`src/rtl/button_event_classifier_pkg.sv`:
```
// Shared types and elaboration-time helpers for the button event classifier.
// Package name: btn_evt_pkg.
package btn_evt_pkg;

  // Gesture FSM states, 2-bit encoding.
  typedef enum logic [1:0] {
    IDLE     = 2'd0,
    PRESSED  = 2'd1,
    WAIT_GAP = 2'd2,
    HOLD     = 2'd3
  } btn_state_e;

  // Clock cycles in one millisecond; the clock must be a multiple of 1 kHz.
  function automatic int cycles_per_ms(input int freq);
    return freq / 1000;
  endfunction

  // Millisecond counter width: wide enough to hold the largest timeout.
  function automatic int ms_cnt_width(input int long_ms, input int gap_ms, input int rep_ms);
    int m;
    m = long_ms;
    if (gap_ms > m) m = gap_ms;
    if (rep_ms > m) m = rep_ms;
    return $clog2(m + 1);
  endfunction

endpackage

```
`src/rtl/button_event_classifier_if.sv`:
```
// Event bus between the debouncer-facing bench/application and the classifier.
// master drives the debounced strobe/level; slave (the classifier) drives the pulses.
interface button_event_classifier_if;
  logic in_valid;
  logic in_level;
  logic short_press;
  logic long_press;
  logic double_click;
  logic repeat_press;
  logic busy;

  modport master (
    output in_valid, in_level,
    input  short_press, long_press, double_click, repeat_press, busy
  );

  modport slave (
    input  in_valid, in_level,
    output short_press, long_press, double_click, repeat_press, busy
  );
endinterface

```
`src/rtl/button_event_classifier_ms_tick.sv`:
```
// Millisecond prescaler: tick is high for one cycle every CPM clocks after the
// last synchronous clear. tick is not gated by clr so the parent can derive
// clr from tick without a combinational loop.
module btn_ms_tick #(
  parameter int CPM = 10
) (
  input  logic clk,
  input  logic rst,
  input  logic clr,
  output logic tick
);

  localparam int PW = (CPM > 1) ? $clog2(CPM) : 1;
  localparam logic [PW-1:0] LAST = PW'(CPM - 1);

  logic [PW-1:0] cnt_q;
  logic [PW-1:0] cnt_d;

  // Next prescaler value: restart on clear or on wrap.
  always_comb begin
    cnt_d = cnt_q + PW'(1);
    if (clr || (cnt_q == LAST)) cnt_d = '0;
  end

  // Prescaler register.
  always_ff @(posedge clk or posedge rst) begin
    if (rst) cnt_q <= '0;
    else     cnt_q <= cnt_d;
  end

  assign tick = (cnt_q == LAST);

endmodule

```
`src/rtl/button_event_classifier.sv`:
```
// Classifies debounced button gestures into short press, long press and
// double click 1-cycle pulses. Optional auto-repeat while a long press is held
// is enabled with the macro BTN_EVT_REPEAT_EN.
module button_event_classifier
  import btn_evt_pkg::*;
#(
  parameter int CLK_FREQ_HZ     = 10_000_000,
  parameter int LONG_PRESS_MS   = 1000,
  parameter int DOUBLE_CLICK_MS = 300,
  parameter int REPEAT_MS       = 200
) (
  input  logic                        clk,
  input  logic                        rst,
  button_event_classifier_if.slave    bus
);

  localparam int CPM = cycles_per_ms(CLK_FREQ_HZ);
  localparam int MSW = ms_cnt_width(LONG_PRESS_MS, DOUBLE_CLICK_MS, REPEAT_MS);
  localparam logic [MSW-1:0] LONG_V = MSW'(LONG_PRESS_MS);
  localparam logic [MSW-1:0] GAP_V  = MSW'(DOUBLE_CLICK_MS);
  localparam logic [MSW-1:0] MS_MAX = '1;
`ifdef BTN_EVT_REPEAT_EN
  localparam logic [MSW-1:0] REP_V  = MSW'(REPEAT_MS);
`endif

  btn_state_e     state_q, state_d;
  logic [MSW-1:0] ms_q, ms_d;
  logic [MSW-1:0] ms_inc;
  logic           short_q, short_d;
  logic           long_q, long_d;
  logic           dbl_q, dbl_d;
  logic           tick;
  logic           timer_clr;
  logic           restart;
  logic           press_ev;
  logic           release_ev;
  logic           long_hit;
  logic           gap_hit;
`ifdef BTN_EVT_REPEAT_EN
  logic           rep_q, rep_d;
  logic           from_long_q, from_long_d;
  logic           rep_hit;
`endif

  assign press_ev   = bus.in_valid &  bus.in_level;
  assign release_ev = bus.in_valid & ~bus.in_level;

  // A timeout is reached on the tick that moves the ms counter onto its value,
  // so the deciding edge lands exactly X*CPM clocks after state entry.
  assign ms_inc   = ms_q + MSW'(1);
  assign long_hit = tick && (ms_inc == LONG_V);
  assign gap_hit  = tick && (ms_inc == GAP_V);
`ifdef BTN_EVT_REPEAT_EN
  assign rep_hit  = tick && (ms_inc == REP_V);
`endif

  btn_ms_tick #(.CPM(CPM)) u_tick (
    .clk  (clk),
    .rst  (rst),
    .clr  (timer_clr),
    .tick (tick)
  );

  // Next-state and pulse decode; input events are tested before timeouts so
  // they win a same-cycle collision.
  always_comb begin
    state_d = state_q;
    short_d = 1'b0;
    long_d  = 1'b0;
    dbl_d   = 1'b0;
    restart = 1'b0;
`ifdef BTN_EVT_REPEAT_EN
    rep_d       = 1'b0;
    from_long_d = from_long_q;
`endif
    case (state_q)
      IDLE: begin
        if (press_ev) state_d = PRESSED;
      end
      PRESSED: begin
        if (release_ev) begin
          state_d = WAIT_GAP;
        end else if (long_hit) begin
          long_d  = 1'b1;
          state_d = HOLD;
`ifdef BTN_EVT_REPEAT_EN
          from_long_d = 1'b1;
`endif
        end
      end
      WAIT_GAP: begin
        if (press_ev) begin
          dbl_d   = 1'b1;
          state_d = HOLD;
`ifdef BTN_EVT_REPEAT_EN
          from_long_d = 1'b0;
`endif
        end else if (gap_hit) begin
          short_d = 1'b1;
          state_d = IDLE;
        end
      end
      HOLD: begin
        if (release_ev) begin
          state_d = IDLE;
`ifdef BTN_EVT_REPEAT_EN
        end else if (from_long_q && rep_hit) begin
          rep_d   = 1'b1;
          restart = 1'b1;
`endif
        end
      end
    endcase
    timer_clr = (state_d != state_q) || restart;
  end

  // Millisecond counter: cleared with the prescaler, saturates at all-ones.
  always_comb begin
    ms_d = ms_q;
    if (timer_clr)                 ms_d = '0;
    else if (tick && ms_q != MS_MAX) ms_d = ms_inc;
  end

  // FSM, timer and registered pulse outputs.
  always_ff @(posedge clk or posedge rst) begin
    if (rst) begin
      state_q <= IDLE;
      ms_q    <= '0;
      short_q <= 1'b0;
      long_q  <= 1'b0;
      dbl_q   <= 1'b0;
`ifdef BTN_EVT_REPEAT_EN
      rep_q       <= 1'b0;
      from_long_q <= 1'b0;
`endif
    end else begin
      state_q <= state_d;
      ms_q    <= ms_d;
      short_q <= short_d;
      long_q  <= long_d;
      dbl_q   <= dbl_d;
`ifdef BTN_EVT_REPEAT_EN
      rep_q       <= rep_d;
      from_long_q <= from_long_d;
`endif
    end
  end

  assign bus.short_press  = short_q;
  assign bus.long_press   = long_q;
  assign bus.double_click = dbl_q;
  assign bus.busy         = (state_q != IDLE);
`ifdef BTN_EVT_REPEAT_EN
  assign bus.repeat_press = rep_q;
`else
  assign bus.repeat_press = 1'b0;
`endif

endmodule

```
`src/flat_wrapper.sv`:
```
// flat-port wrapper written by rule: the top's interface ports become plain ports
module button_event_classifier_flat import btn_evt_pkg::*;
#(
  parameter int CLK_FREQ_HZ     = 10_000_000,
  parameter int LONG_PRESS_MS   = 1000,
  parameter int DOUBLE_CLICK_MS = 300,
  parameter int REPEAT_MS       = 200
)
  (clk, rst, bus_in_valid, bus_in_level, bus_short_press, bus_long_press, bus_double_click, bus_repeat_press, bus_busy);
  button_event_classifier_if bus_i ();
  input  logic clk;
  input  logic rst;
  input wire logic [$bits(bus_i.in_valid)-1:0] bus_in_valid;
  input wire logic [$bits(bus_i.in_level)-1:0] bus_in_level;
  output wire logic [$bits(bus_i.short_press)-1:0] bus_short_press;
  output wire logic [$bits(bus_i.long_press)-1:0] bus_long_press;
  output wire logic [$bits(bus_i.double_click)-1:0] bus_double_click;
  output wire logic [$bits(bus_i.repeat_press)-1:0] bus_repeat_press;
  output wire logic [$bits(bus_i.busy)-1:0] bus_busy;
  assign bus_i.in_valid = bus_in_valid;
  assign bus_i.in_level = bus_in_level;
  assign bus_short_press = bus_i.short_press;
  assign bus_long_press = bus_i.long_press;
  assign bus_double_click = bus_i.double_click;
  assign bus_repeat_press = bus_i.repeat_press;
  assign bus_busy = bus_i.busy;
  button_event_classifier #(.CLK_FREQ_HZ(CLK_FREQ_HZ), .LONG_PRESS_MS(LONG_PRESS_MS), .DOUBLE_CLICK_MS(DOUBLE_CLICK_MS), .REPEAT_MS(REPEAT_MS)) u_core (.clk(clk), .rst(rst), .bus(bus_i));
endmodule
```
`config.mk`:
```
export PLATFORM = sky130hd
export DESIGN_NAME = button_event_classifier_flat
export DESIGN_NICKNAME = d
export VERILOG_FILES = /design/src/rtl/button_event_classifier_pkg.sv /design/src/rtl/button_event_classifier_if.sv /design/src/rtl/button_event_classifier_ms_tick.sv /design/src/rtl/button_event_classifier.sv /design/src/flat_wrapper.sv
export SDC_FILE = /design/constraint.sdc
export NUM_CORES = 1
export LEC_CHECK = 0
export CAP_MARGIN = 10
export CORE_ASPECT_RATIO = 1.2
export CORE_MARGIN = 10
export CORE_UTILIZATION = 40
export CTS_CLUSTER_SIZE = 14
export DETAILED_ROUTE_END_ITERATION = 10
export PLACE_DENSITY_LB_ADDON = 0.3
export REMOVE_ABC_BUFFERS = 1
export SYNTH_ARGS = -nofsm -noshare
export SYNTH_HDL_FRONTEND = slang
export SYNTH_SLANG_ARGS = --single-unit
```
`constraint.sdc`:
```
create_clock -name clk -period 2 [get_ports clk]
set_input_delay 0.5 -clock clk [delete_from_list [all_inputs] [get_ports clk]]
set_output_delay 0.5 -clock clk [all_outputs]
set_load 0.02 [all_outputs]
```
==> summary.txt, run 1 <==
Synth
  • Yosys reg bits: 29
  • Synth cell types: 44
  • Seq/Total Area, Yosys: 0.415
  • Netlist area before placement: about 1700 um2
  • Cells after synthesis: 181
  • Syn Area/Cell: 9.66 um2
  • Synth warn: 0

Layout
  • Area grow syn2layout: 27.6%
  • Storage element area: around 730 um2
  • Commonest cells after routing, fill and taps aside: dfrtp_1, buf_4, nor2_1
  • Multi-input combinational cell area: ~1000 um2
  • Design Area, Final: 2230 um2
  • Fillers: 380
  • Non-Filler Instances: 270
  • Final nets: 220
  • Commonest non-fill, non-tap cell in the layout: dfrtp_1
  • ANT cells: 0
  • Share of cells above drive strength 1: 0.276

Die
  • Site Rows: 26
  • Die height: 92.4 um
  • Io pins: 9
  • Core region area: around 4200 um2
  • Full die area: around 7400 um2
  • Die W: between 80 and 90 um
  • Initial core utilization: 0.414

Setup path
  • Data required time at the worst endpoint: between 2 and 2.5 ns
  • Crit path buf inv count: 2
  • Worst-path cell chain: ha_4 > buf_4 > xnor2_1 > a211oi_1 > o31ai_2 > o21ai_2 > buf_4 > a221oi_1
  • Most used cell, CP: buf_4
  • Slowest cell on the critical path: dfrtp_1
  • Critical Path Start Type: flip-flop
  • Crit-path leading delay family: compound AO/OA/AOI/OAI gates
  • WP data arrival: 2.08 ns
  • Crit path kind: reg -> reg
  • Max FO, Critical Path: 9
  • Reg2Reg Depth: 8
  • Max incr delay on CP: slightly above 0.4 ns
  • Crit. End Element: flip-flop
  • R2R setup slack: 0.07 ns
  • Critical Path Stages: 8

Hold path
  • Hold WC Path Type: reg -> reg
  • Number of cells on the worst hold path: 2

GRT
  • First-pass GRT wire length: between 6000 and 7000 um
  • Tot GR Track Use: 0.114
  • Vias in the first global route: approximately 1500
  • Global route overflow: 0
  • Largest net degree at the start of global routing: 30
  • Antenna violations before repair: 0

Placed design
  • # placed instances: 259
  • Port Buffer Count: 7
  • Dpl ws: -0.0410 ns
  • Gpl congestion: between 0.8 and 0.9
  • DP Area: between 2000 and 2500 um2
  • Hpwl dp: approximately 2800 um

Power and ir drop
  • Total power: between 1 and 1.5 mW
  • PD cells: about 620 nW/um2
  • LEAKAGE: 0.884 nW
  • Maximum vdd drop: 381 uV

Clocking
  • CTS tree: built
  • Clk Tree Root Cell: clkbuf_8
  • Htree depth: 2
  • Later-pin clock latency in the skew report: 0.28 ns
  • Num Clock Sinks: 29
  • Worst-path clk slew: about 0.060 ns
  • Max Buffers Root-to-Sink: 2
  • Hold-fix buffers, CTS: 0
  • TritonCTS Buffers: 5

Timing
  • Setup WS post-layout: ~0.067 ns
  • Clock period minus worst slack: around 1.9 ns
  • Fin. Hold Viols: 0
  • Tcrit/Tclk final: 0.966
  • Final setup fails: 0
  • Max-slew violation count: 0
  • Final Skew: between 0.004 and 0.005 ns
  • Final setup TNS: 0 ns
  • Fmax: around 520 MHz

Detailed routing
  • Total number of vias: 1424
  • Initial drt markers: between 100 and 150
  • Routed vias/inst: ~5.3
  • DRC viols: 0
  • TritonRoute pass-1 iters: 4
  • Drt total wl: 3970 um
  • Wire per inst: about 15 um
  • Routed Antenna Nets: 0

Job
  • Max Cap Viol: 0

Outcome
  • Status: completed
-- worst paths after layout --
path | endpoint | from
min in group asynchronous | u_core.state_q[1] | rst
max | u_core.ms_q[1] | u_core.ms_q[0]
min reg2reg | u_core.u_tick.cnt_q[0] | u_core.u_tick.cnt_q[0]
max reg2reg | u_core.ms_q[1] | u_core.ms_q[0]
max in group asynchronous | u_core.u_tick.cnt_q[7] | rst
min | u_core.u_tick.cnt_q[0] | u_core.u_tick.cnt_q[0]
-- power by group --
group | switching, mW | leakage [nW] | internal, mW
Clock | 0.224 | 0.0542 | 0.311
Combinational | 0.0950 | 0.433 | 0.0842
Sequential | 0.0406 | 0.397 | 0.630
-- cells in the mapped netlist (all sizes together) --
| cell type | number | area [um2] |
|---|---|---|
| o31a | 1 | 8.76 |
| nor2b | 1 | 6.26 |
| o21ai | 5 | 28.8 |
| nand3b | 1 | 7.51 |
| o211ai | 3 | 22.5 |
| mux2i | 3 | 30.0 |
| nor2 | 21 | 78.8 |
| o31ai | 2 | 15.0 |
| nor4b | 4 | 53.8 |
| xnor2 | 19 | 166 |
| a21oi | 1 | 5.00 |
| a211oi | 11 | 92.6 |
| buf | 6 | 41.3 |
| or3 | 1 | 6.26 |
| clkbuf | 4 | 17.5 |
| nor4 | 3 | 33.8 |
| nand4 | 5 | 46.3 |
| and2 | 3 | 18.8 |
| o221ai | 1 | 8.76 |
| inv | 5 | 18.8 |
| and4 | 1 | 10.0 |
| nor3 | 10 | 55.1 |
| and3 | 6 | 37.5 |
| a21boi | 1 | 7.51 |
| xor2 | 3 | 26.3 |
| nor3b | 3 | 22.5 |
| or2 | 1 | 6.26 |
| dfrtp | 29 | 726 |
| ha | 3 | 37.5 |
| conb | 1 | 3.75 |
| nand3 | 7 | 35.0 |
| nand2 | 12 | 45.0 |
| nand2b | 2 | 12.5 |
| a31o | 1 | 8.76 |
| a221oi | 1 | 8.76 |
-- tightest hold or removal path: stages (launching register included) --
cell     delay, ns
dfrtp_1       0.36
buf_4         0.12
nor2_1        0.04
-- timing repair --
item | 4_1_cts | 5_1_grt
pin swaps | 0 | 1
setup buffers | 1 | 2
resized for setup | 2 | 14
endpoints found under the setup margin | 10 | 12
-- sequential cells by signal (all words and copies together), names as in the netlist --
name,cells
u_core.ms_q,10
u_core.bus.long_press,1
u_core.u_tick.cnt_q,14
u_core.state_q,2
u_core.bus.short_press,1
u_core.bus.double_click,1
-- per-stage QoR --
step	hold WS, ns	utilization
after global placement	0.437	0.480
final	0.553	0.528
after detailed placement	0.452	0.480
after global routing	0.566	0.528
after floorplan	0.425	-
after CTS	0.481	0.506
-- area by class of cell --
cell class / count / area share
multi-input cells: 137 / 0.457
flip-flops and latches: 29 / 0.325
repair buffers: 35 / 0.132
clock buffers: 7 / 0.0432
well taps: 56 / 0.0314
inverters: 5 / 0.00841
clock inverters: 1 / 0.00224
-- logic make-up (layout without fill, tap and decap cells) --
logic type / after synthesis / count (layout) / synth area share
buf+inv: 15 / 48 / 0.0443
flops: 29 / 29 / 0.415
compound gates: 27 / 27 / 0.118
mux: 3 / 3 / 0.0172
fa+ha+maj: 3 / 3 / 0.0215
xor+xnor: 22 / 22 / 0.110
other cells: 1 / 1 / 0.00214
simple gates: 81 / 81 / 0.272
-- layer usage --
metal | track usage | part of all wire
met1 | 0.120 | 0.39
met2 | 0.208 | 0.55
met3 | 0.0242 | 0.033
met4 | 0.0529 | 0.019
met5 | 0 | 0
Power figures use the tool's default switching activity.
==> inputs of run 2 (changes only) <==
--- a/config.mk
+++ b/config.mk
@@ -8,7 +8,7 @@
 export CAP_MARGIN = 10
 export CORE_ASPECT_RATIO = 1.2
 export CORE_MARGIN = 10
-export CORE_UTILIZATION = 40
+export CORE_UTILIZATION = 53
 export CTS_CLUSTER_SIZE = 14
 export DETAILED_ROUTE_END_ITERATION = 10
 export PLACE_DENSITY_LB_ADDON = 0.3
==> summary.txt, run 2 (synthesis gave the netlist of run 1 again) <==
Outcome
  • Status: completed

Layout
  • Commonest cells after routing, fill and taps aside: dfrtp_1, nor2_1, buf_4
  • Share of cells above drive strength 1: 0.242
  • Fillers: ~240
  • Core Util, Final: 0.670
  • Commonest non-fill, non-tap cell in the layout: dfrtp_1
  • ANT cells: 0
  • Final nets: 214
  • Top flop regs: u_core.u_tick.cnt_q: 14 flops, u_core.ms_q: 10 flops, u_core.state_q: 2 flops
  • Max reg flops: 14
  • Area grow syn2layout: 19.1%
  • Non-Filler Instances: 243
  • Largest reg by FF count: u_core.u_tick.cnt_q

Timing
  • Fin. Hold Viols: 0
  • RSZ-0062 raised after global routing: yes
  • Tcrit/Tclk final: 0.956
  • Max-slew violation count: 0
  • Final Skew: between 0.01 and 0.015 ns
  • Clock period minus worst slack: around 1.9 ns
  • Final setup fails: 0
  • Fmax: 523 MHz
  • Setup WS post-layout: a little under 0.09 ns

Setup path
  • Worst Setup SP: u_core.ms_q[0]
  • Reg2Reg Depth: 7
  • R2r endpoint: u_core.ms_q[8]
  • WP data arrival: approximately 2.1 ns
  • Max FO, Critical Path: 7
  • Data required time at the worst endpoint: 2.21 ns
  • Critical Path Start Type: flip-flop
  • Crit path kind: reg -> reg
  • Max incr delay on CP: about 0.37 ns
  • Crit-path leading delay family: simple AND/OR/NAND/NOR gates
  • Critical Path Stages: 7
  • Reg-to-Reg Start: u_core.ms_q[0]
  • R2R setup slack: between 0.08 and 0.09 ns
  • Slowest cell on the critical path: dfrtp_1
  • Crit. End Element: flip-flop
  • Worst-path cell chain: ha_2 > nand3_1 > or3_1 > a211oi_2 > and2_1 > buf_4 > a211oi_1
  • Worst setup path end: u_core.ms_q[8]
  • Crit path buf inv count: 1

Power and ir drop
  • Sw Share: 0.266
  • Cell-internal power: a little under 900 uW
  • Clock group share of total power: 0.298
  • Sequential Power Share: 0.555
  • Logic pwr share: 0.147
  • Maximum vdd drop: ~460 uV
  • Sw Pwr: between 300 and 400 uW
  • LEAKAGE: around 0.83 nW
  • Total power: roughly 1.2 mW
  • PD cells: about 570 nW/um2

GRT
  • Vias in the first global route: 1447
  • Global route overflow: 0
  • First-pass GRT wire length: about 6500 um
  • Largest net degree at the start of global routing: 24
  • Antenna violations before repair: 0
  • Tot GR Track Use: 0.131

Placed design
  • Port Buffer Count: 7
  • Hpwl dp: approximately 2800 um
  • Gpl congestion: roughly 0.88
  • Dpl ws: -0.00156 ns
  • # placed instances: around 240

Die
  • Core region area: ~3100 um2
  • Site Rows: 22
  • Full die area: 6010 um2
  • Io pins: 9
  • Die height: about 83 um
  • Initial core utilization: 0.562
  • Die W: 72.4 um

Detailed routing
  • Routed Antenna Nets: 0
  • Drt total wl: 3670 um
  • Total number of vias: ~1400
  • DRC viols: 0
  • Wire per inst: between 15 and 20 um
  • TritonRoute pass-1 iters: 4
  • Initial drt markers: 86
  • Routed vias/inst: approximately 5.8

Clocking
  • Htree depth: 2
  • TritonCTS Buffers: 5
  • Later-pin clock latency in the skew report: around 0.33 ns
  • CTS tree: built
  • Clk Tree Root Cell: clkbuf_4
  • Max Buffers Root-to-Sink: 2
  • Num Clock Sinks: 29
  • Worst-path clk slew: 0.09 ns

Hold path
  • Hold WC Path Type: in -> async

Job
  • Max Cap Viol: 0
[run 2: power groups by stage]
| stage | registers (mW) | logic (mW) | clock network, mW |
|---|---|---|---|
| 2_1_floorplan | 0.670 | 0.113 | 0 |
| 3_3_place_gp | 0.673 | 0.175 | 0 |
| 3_5_place_dp | 0.678 | 0.183 | 0 |
| 4_1_cts | 0.666 | 0.180 | 0.371 |
| 5_1_grt | 0.670 | 0.198 | 0.406 |
| 6_report | 0.665 | 0.176 | 0.357 |
[run 2: layout make-up]
cell class,instances,area [um2],area share
clock buffers,7,55.1,0.0264
inverters,5,18.8,0.00901
multi-input cells,137,976,0.468
flip-flops and latches,29,729,0.350
well taps,36,45.0,0.0216
repair buffers,29,259,0.124
[run 2: metrics by stage]
step,area (um2),hold WS (ns),setup TNS [ns]
after floorplan,1690,0.425,-0.0201
after global placement,1990,0.435,0
after detailed placement,1990,0.439,-0.00156
after CTS,2050,0.415,0
after global routing,2080,0.427,-0.137
final,2080,0.415,0
[run 2: timing repair]
item / CTS / global route
hold buffers: 0 / 0
pin swaps: 1 / 0
endpoints found under the setup margin: 2 / 12
buffers inserted: 1 / 0
resized for setup: 1 / 10
hold endpoints to repair: 0 / 0
[run 2: per-layer routing]
| metal | wire length, um | vias to the layer above | share of wire | global-route usage |
|---|---|---|---|---|
| met5 | 0 | - | 0 | 0 |
| met1 | 1540 | 684 | 0.42 | 0.151 |
| met3 | 168 | 12 | 0.046 | 0.0417 |
| met2 | 1860 | 32 | 0.51 | 0.212 |
| li1 | - | 692 | - | - |
| met4 | 99 | 0 | 0.027 | 0.0586 |
[run 2: how the worst min path moves through the flow]
stage	slack (ns)	to	depth (start not counted)	from
floorplan	0.43	u_core.u_tick.cnt_q[0]	1	u_core.u_tick.cnt_q[0]
finish	0.42	u_core.state_q[1]	2	rst
global route	0.43	u_core.state_q[1]	2	rst
CTS	0.42	u_core.state_q[1]	2	rst
detailed placement	0.44	u_core.u_tick.cnt_q[0]	1	u_core.u_tick.cnt_q[0]
global placement	0.44	u_core.u_tick.cnt_q[0]	1	u_core.u_tick.cnt_q[0]
